==> config.mk <==
export PLATFORM = sky130hd
export DESIGN_NAME = fulladder4
export DESIGN_NICKNAME = d
export VERILOG_FILES = /design/src/rtl/fulladder4.sv
export SDC_FILE = /design/constraint.sdc
export NUM_CORES = 1
export LEC_CHECK = 0
export BUFFER_PORTS_ARGS = -buffer_cell sky130_fd_sc_hd__clkbuf_2
export CORE_AREA = 2 2 39 41
export CTS_CLUSTER_DIAMETER = 80
export DETAILED_ROUTE_END_ITERATION = 6
export DIE_AREA = 0 0 41 43
export PLACE_DENSITY = 0.69
export REMOVE_ABC_BUFFERS = 1
export SLEW_MARGIN = 20
export SYNTH_ARGS = -nofsm -noshare
export SYNTH_HDL_FRONTEND = slang
export SYNTH_SLANG_ARGS = --single-unit
==> constraint.sdc <==
create_clock -name clk -period 3.1 [get_ports clk]
set_input_delay 0.155 -clock clk [delete_from_list [all_inputs] [get_ports clk]]
set_output_delay 0.155 -clock clk [all_outputs]
set_load 0.01 [all_outputs]
==> src/rtl/fulladder4.sv <==
// Single-bit full adder with a registered, valid-qualified output stage and an
// optional bit-serial carry chain for LSB-first multi-bit addition.
module fulladder4 #(
    parameter int unsigned CNT_W   = 8,
    parameter int unsigned OUT_REG = 1
) (
    input  logic             clk,
    input  logic             rst_n,
    input  logic             in_valid,
    input  logic             x,
    input  logic             y,
    input  logic             cin,
    input  logic             chain_en,
    input  logic             chain_clr,
    output logic             sum_comb,
    output logic             carry_comb,
    output logic             sum,
    output logic             carry,
    output logic             out_valid,
    output logic             carry_state,
    output logic [CNT_W-1:0] vec_cnt
);

    logic             ci;
    logic             carry_state_q;
    logic             carry_state_d;
    logic [CNT_W-1:0] vec_cnt_q;
    logic [CNT_W-1:0] vec_cnt_d;

    // chain_clr wins over both carry sources so a new word always starts from 0
    assign ci = chain_clr ? 1'b0 : (chain_en ? carry_state_q : cin);

    // Full-adder core on the effective carry-in; independent of clock and reset
    always_comb begin
        sum_comb   = x ^ y ^ ci;
        carry_comb = (x & y) | (x & ci) | (y & ci);
    end

    // Chain carry: an accepted chained bit captures its carry-out, else a clear zeroes it
    always_comb begin
        carry_state_d = carry_state_q;
        if (in_valid && chain_en) begin
            carry_state_d = carry_comb;
        end else if (chain_clr) begin
            carry_state_d = 1'b0;
        end
    end

    // Operand counter, wraps naturally at 2^CNT_W
    always_comb begin
        vec_cnt_d = vec_cnt_q;
        if (in_valid) begin
            vec_cnt_d = vec_cnt_q + CNT_W'(1);
        end
    end

    // Chain carry and operand count state
    always_ff @(posedge clk or negedge rst_n) begin
        if (!rst_n) begin
            carry_state_q <= 1'b0;
            vec_cnt_q     <= '0;
        end else begin
            carry_state_q <= carry_state_d;
            vec_cnt_q     <= vec_cnt_d;
        end
    end

    assign carry_state = carry_state_q;
    assign vec_cnt     = vec_cnt_q;

    generate
        if (OUT_REG != 0) begin : g_out_reg
            logic sum_q;
            logic carry_q;
            logic out_valid_q;

            // Result register: load on accepted operand, hold otherwise
            always_ff @(posedge clk or negedge rst_n) begin
                if (!rst_n) begin
                    sum_q       <= 1'b0;
                    carry_q     <= 1'b0;
                    out_valid_q <= 1'b0;
                end else begin
                    out_valid_q <= in_valid;
                    if (in_valid) begin
                        sum_q   <= sum_comb;
                        carry_q <= carry_comb;
                    end
                end
            end

            assign sum       = sum_q;
            assign carry     = carry_q;
            assign out_valid = out_valid_q;
        end else begin : g_out_comb
            assign sum       = sum_comb;
            assign carry     = carry_comb;
            assign out_valid = in_valid;
        end
    endgenerate

endmodule

=== Word-level counts from Yosys, hierarchy flattened ===
Cells that the tools add are included.

* Flip-flop bits (word level): 12
* Bits of input ports: 8
* Output and inout port bits: 14
* Logic and storage cells: 19

* $add $sub $neg: 1
* Muxes and demuxes: 4
* Bitwise gates (word level): 7
* Reduce and logical (&&, ||, !) cells: 2

{| class="wikitable"
|+ Operators with widths
! cell !! count
|-
| adder 8 x 1 -> 8 bit, second input constant || 1
|-
| 2-to-1 mux 1 bit || 4
|-
| AND 1 bit || 3
|-
| OR 1 bit || 2
|-
| nonzero test 2 bit || 1
|-
| bitwise XOR 1 bit || 2
|-
| logical AND 1 bit || 1
|}

=== Longest topological paths before layout ===
Gate-level depths: netlist of run 1.

* Word-level depth: 6
* Gate-level depth with buffers: 5
* Gate-level depth less buffers: 5

=== Least setup slack after synthesis of run 1 ===
No wires, ideal clock.

* Kind: reg2reg
* Start point: reg carry_state_q, in the netlist carry_state
* End point: reg g_out_reg.sum_q, in the netlist sum
* Setup time: 0.125 ns
* Data arrival time: 1.533 ns
* Required time: 2.975 ns
* Path slack: 1.443 ns
* Stages on the path, launching flop included: 6
* Buffers on the path: 0
* Period minus slack after synthesis: 1.657 ns
* Cell sequence: dfrtp_1 -> mux2i_1 -> or2_2 -> fa_1 -> inv_1 -> mux2_2

* Cells in the longest elaborated chain, start to end: 3

{| class="wikitable"
|+ Ends and longest elaborated chain
! what !! RTL line !! text
|-
| start, declared || 25 || <nowiki>logic carry_state_q;</nowiki>
|-
| start signal, assigned || 63 || <nowiki>carry_state_q <= carry_state_d;</nowiki>
|-
| 2-to-1 mux 1 bit (2 in series) || 31 || <nowiki>assign ci = chain_clr ? 1'b0 : (chain_en ? carry_state_q : cin);</nowiki>
|-
| bitwise XOR 1 bit || 35 || <nowiki>sum_comb = x ^ y ^ ci;</nowiki>
|-
| net sum_comb || 15 || <nowiki>output logic sum_comb,</nowiki>
|-
| end signal, assigned || 86 || <nowiki>sum_q <= sum_comb;</nowiki>
|-
| end, declared || 73 || <nowiki>logic sum_q;</nowiki>
|}

The timed path passes the listed nets, and every way through them passes these cells.
A chain may end at the register's enable or synchronous reset.

=== Worst setup path in the final report of run 1 ===
* Start point: reg carry_state_q, in the netlist carry_state
* End point: out sum_comb

* Cells in the longest elaborated chain, start to end: 3

{| class="wikitable"
|+ Ends and longest elaborated chain
! what !! RTL line
|-
| 2-to-1 mux 1 bit (2 in series) || 31
|-
| bitwise XOR 1 bit || 35
|-
| end, declared || 15
|}

No other way between the ends.

==> flow_metrics.tcl, run 1 <==
set metrics [dict create \
    startpoint "carry_state" \
    ys.flop_type "dfrtp_1" \
    dp_cells 79 \
    ys_warn_count 0 \
    numClockSinks 12 \
    worstPathMaxFanout 3 \
    p_clk_share_pct 21.2 \
    core.rowCount 14 \
    tightest_slew_ps 305 \
    hold_start "in_valid" \
    timing.rr.start "carry_state" \
    p_sw_share_pct 34.8 \
    syn2layout_area_growth_pct 29.7 \
    wl_um 951 \
    ff2ff_path_depth 5 \
    route.detailed.drc 0 \
    ff2ff_setup_slack_ps 1490 \
    switchingPower_w 0.000195 \
    cts_buffers 3 \
    reg2reg_to "sum" \
    hold_path_class "in -> reg" \
    p_comb_share_pct 30.3 \
    grt_pass1_wl_um 1680 \
    io_buffers 21 \
    cp-start-kind "flop" \
    ys_ff_latch 12 \
    grt_max_degree 13 \
    syn_inst 43 \
    end_kind "primary output" \
    synth.area.top_cells "dfrtp_1 56%, xor2_1 6.5%, mux2_2 6.3%" \
    core_area_um2 1380 \
    powerDensity_nw_per_um2 801 \
    layout-drive-gt1-share_pct 45.6 \
    initialDrtViolationCount 1 \
    critPathMaxStageDelay_ps 480 \
    synth_edf_count 0 \
    synth_common_cells "12 x dfrtp_1, 4 x inv_1, 4 x xor2_1" \
    intPower_w 0.000365 \
    cts_tree "done" \
    die-height_um 43 \
    dr.pass1.iters 2 \
    synth_area_um2 539 \
    synth_cell_types 17 \
    critical_path_class "reg -> out" \
    setup-tns-final_ps 0 \
    wl_per_cell_um 11.3 \
    insertion_delay_ps 260 \
    critPathRequiredTime_ps 2940 \
    post-route-period-util_pct 57.3 \
    antenna_found_initial 0 \
    place_congestion 0.670 \
    netlist.area_leader.share_pct 55.7 \
    synth.most_common_cell "dfrtp_1" \
    holdPathStages 1 \
    h-tree-depth 1 \
    relSlewSlack_pct 79.7 \
    post-cts-setup-buffers 0 \
    cp_slowest_cell "fa_1" \
    post_cts_hold_buffer_count 1 \
    n_fill_cell 135 \
    holdPathEnd "out_valid" \
    fin_skew_ps 0.428 \
    n_antenna_cell 0 \
    layout_min_cycle_time_ps 1780 \
    ant_nets 0 \
    dp_hpwl_um 728 \
    grt_pass1_vias 394 \
    clk_pin_slew_ps 70 \
    nets 79 \
    clock_path_buffers 2 \
    cap_violations 0 \
    max_freq_mhz 563 \
    yosysSeqAreaShare_pct 55.7 \
    num_vias 396 \
    fin_cells 84 \
    grt-ovfl-total 0 \
    io_pins 22 \
    crit_buf_inv 2 \
    die-area_um2 1760 \
    cts-root-buf "clkbuf_4" \
    status "finished, final reports clean" \
    rsz0062_at_grt "no" \
    routed_via_density 4.71 \
    p_leak_nw 0.375 \
    slew_violations 0 \
    cts_resized 0 \
    cp_cell_sequence "mux2i_1, or2_2, fa_1, inv_1, clkbuf_2" \
    synth_top_cell_by_area "dfrtp_1" \
    synth-async-reset-ratio_pct 100 \
    hold_viol_final 0 \
    grt_usage_pct 14.0 \
    critical-path-top-delay-family "adder cells" \
    start_util_pct 39.0 \
    ir_drop_mv 0.374 \
    postSynthAreaPerCell_um2 12.5 \
    crit_arrival_ps 1620 \
    setup_viol_count_final 0 \
    die_x_um 41 \
    power.share.sequential_pct 48.4 \
]
worst register-to-register path, cell delays in order, from the launching register on:
cell     delay (ps)
dfrtp_1         370
mux2i_1          70
or2_2           280
fa_1            480
inv_1            40
mux2_2          250
kinds of logic after synthesis:
kind of cell	count (synthesis)	synth area share [%]
AO/OA/AOI/OAI	1	0.927
flip-flops	12	55.7
XOR/XNOR	7	11.4
AND/OR/NAND/NOR	12	13.0
multiplexers	4	8.12
buffers and inverters	5	4.87
adder cells (fa/ha/maj)	2	6.03
cell type report:
cell class / count / area, µm² / share of cell area (%)
Timing Repair Buffer: 22 / 115 / 16.5
Inverter: 4 / 15.0 / 2.15
Sequential cell: 12 / 300 / 42.9
Clock buffer: 4 / 36.3 / 5.19
Tap cell: 16 / 20.0 / 2.86
Multi-Input combinational cell: 26 / 213 / 30.4
cells in the final DEF, fill, tap and decap left out:
| cell type | instances |
|---|---|
| nor2_1 | 2 |
| xor2_1 | 4 |
| clkbuf_2 | 21 |
| nand2_1 | 3 |
| o21ai_0 | 1 |
| dfrtp_1 | 12 |
| nand3b_1 | 1 |
| xnor2_1 | 3 |
| nand4_1 | 3 |
| nor2_2 | 1 |
| nand4_2 | 1 |
| fa_1 | 1 |
| dlygate4sd3_1 | 1 |
| mux2_2 | 3 |
| mux2i_1 | 1 |
| ha_1 | 1 |
| clkbuf_8 | 1 |
| or2_2 | 1 |
| inv_1 | 4 |
| clkbuf_4 | 3 |
power by group through the flow:
stage	Combinational, W	Clock (W)	Sequential, W
after floorplan	0.0000750	0	0.000287
after global routing	0.000187	0.000130	0.000280
after detailed placement	0.000170	0	0.000273
final	0.000170	0.000119	0.000271
after CTS	0.000173	0.000125	0.000271
after global placement	0.000166	0	0.000272
flip-flops by register name (all words and copies together), names as in the netlist:
signal,count
carry_state,1
carry,1
sum,1
vec_cnt,8
out_valid,1
how the worst max path moves through the flow:
| stage | end | depth (start not counted) |
|---|---|---|
| 2_1_floorplan | sum | 5 |
| 3_3_place_gp | sum | 5 |
| 3_5_place_dp | sum | 5 |
| 4_1_cts | sum_comb | 5 |
| 5_1_grt | sum_comb | 5 |
| 6_report | sum_comb | 5 |
stage by stage:
| stage | instance area, µm² | utilization (%) | setup slack, ps | hold slack [ps] | power [W] |
|---|---|---|---|---|---|
| after detailed placement | 653 | 47.2 | 1500 | 57.9 | 0.000443 |
| after floorplan | 528 | - | 1440 | -141 | 0.000362 |
| after global placement | 653 | 47.2 | 1540 | 52.4 | 0.000437 |
| after CTS | 699 | 50.5 | 1310 | 163 | 0.000569 |
| final | 699 | 50.5 | 1320 | 166 | 0.000560 |
| after global routing | 699 | 50.5 | 1260 | 170 | 0.000598 |
routing by layer:
layer,GRT usage [%],vias up,wire length [µm]
li1,-,192,-
met1,18.6,197,431
met2,20.0,7,484
met3,4.71,0,36
met4,6.00,0,0
met5,0,-,0
Note: power is estimated with default switching activity, not from simulation.
==> inputs of run 2 (changes only) <==
- clock period: 3.1 -> 1.65 ns (I/O delays scaled with it)
==> run 2 against run 1 <==
  * Power up 89%
  * Sequential cell count unchanged
  * Register-to-register slack worse by 1400 ps
  * Sequential share of layout area down 0.61 points
  * Clock skew about the same
  * Utilization up 0.72 points
  * Die area unchanged
==> flow_metrics.tcl, run 2 (same netlist as run 1, synthesis figures left out) <==
set metrics [dict create \
    status "finished, final reports clean" \
    grt_pass1_wl_um 1730 \
    n_antenna_cell 0 \
    route.detailed.drc 0 \
    cp_slowest_cell "fa_1" \
    layout-drive-gt1-share_pct 46.4 \
    critical_path_class "reg -> out" \
    dp_hpwl_um 728 \
    ant_nets 0 \
    grt_usage_pct 14.6 \
    worstPathMaxFanout 2 \
    nets 80 \
    worst_hold_slack_ps 92.6 \
    cts_tree "done" \
    routed_via_density 4.74 \
    cp-start-kind "flop" \
    cap_violations 0 \
    hold_start "in_valid" \
    final_cell_mix "21 x clkbuf_2, 12 x dfrtp_1, 4 x inv_1, 4 x xor2_1" \
    dr.pass1.iters 2 \
    post-route-period-util_pct 98.6 \
    final.setup.worst_slack_ps 22.5 \
    end_kind "primary output" \
    grt_max_degree 13 \
    wl_um 988 \
    die_x_um 41 \
    clk_pin_slew_ps 70 \
    layout_commonest_cell "clkbuf_2" \
    die-area_um2 1760 \
    place_congestion 0.670 \
    layout_min_cycle_time_ps 1630 \
    p_leak_nw 0.382 \
    critPathRequiredTime_ps 1570 \
    h-tree-depth 1 \
    grt_pass1_vias 413 \
    final_area_um2 709 \
    wl_per_cell_um 11.6 \
    initialDrtViolationCount 1 \
    hold_path_class "in -> reg" \
    startpoint "carry_state" \
    crit_arrival_ps 1540 \
    cts-root-buf "clkbuf_4" \
    numClockSinks 12 \
    critPathMaxStageDelay_ps 470 \
    cp_cell_sequence "mux2i_1, or2_4, fa_1, inv_1, clkbuf_2" \
    relSlewSlack_pct 79.4 \
    syn2layout_area_growth_pct 31.6 \
    ir_drop_mv 0.702 \
    core.rowCount 14 \
    powerDensity_nw_per_um2 1490 \
    utilization_pct 51.3 \
    tightest_slew_ps 309 \
    setup_viol_count_final 0 \
    largest_register_ffs 8 \
    insertion_delay_ps 260 \
    max_freq_mhz 614 \
    critical-path-top-delay-family "adder cells" \
    io_buffers 21 \
    num_vias 403 \
    hold_viol_final 0 \
    core_area_um2 1380 \
    antenna_found_initial 0 \
    slew_violations 0 \
    start_util_pct 39.0 \
    fin_skew_ps 0.252 \
    timing.rr.start "carry_state" \
    grt-ovfl-total 0 \
    cts_buffers 3 \
    place_area_um2 653 \
    dp_slack_ps 47.1 \
    crit_buf_inv 2 \
    clock_path_buffers 2 \
    rsz0062_at_grt "yes" \
    io_pins 22 \
    die-height_um 43 \
]
==> run 2: power by group <==
| part | internal (W) | total, W | switching (W) |
|---|---|---|---|
| combinational | 0.000166 | 0.000324 | 0.000158 |
| clock | 0.000134 | 0.000224 | 0.0000899 |
| sequential | 0.000389 | 0.000510 | 0.000121 |
| total | 0.000689 | 0.00106 | 0.000369 |
==> run 2: what timing repair did <==
item                                   in CTS  in global routing
endpoints found under the hold margin      12                  0
buffers inserted                            1                  0
hold buffers                                1                  0
resized for setup                           1                  0
setup endpoints to repair                   2                  1
pin swaps                                   0                  0
==> run 2: per-stage QoR <==
step	setup TNS [ps]	cells	total power, W
5_1_grt	-29.9	85	0.00113
6_report	0	85	0.00106
3_3_place_gp	0	79	0.000822
4_1_cts	0	85	0.00107
3_5_place_dp	0	79	0.000833
2_1_floorplan	-7.22	42	0.000681
==> run 2: area by class of cell <==
class                      instances  area, µm²
timing repair buffer              23        123
tap                               16       20.0
fill                             133        674
sequential                        12        300
multi-input combinational         26        215
clock buffer                       4       36.3
inverter                           4       15.0
==> run 2: worst paths after layout <==
kind / slack (ps) / cells past startpoint / to
min: 90 / 1 / out_valid
min in group asynchronous: 240 / 2 / vec_cnt[1]
max in group asynchronous: 1170 / 2 / carry_state
max reg2reg: 120 / 5 / sum
max: 20 / 5 / sum_comb
min reg2reg: 480 / 1 / vec_cnt[7]
==> run 2: per-layer routing <==
metal  wire length, µm  global-route usage, %
met3                36                   4.71
met4                 0                   7.33
met1               436                   19.7
met2               516                   20.3
met5                 0                      0
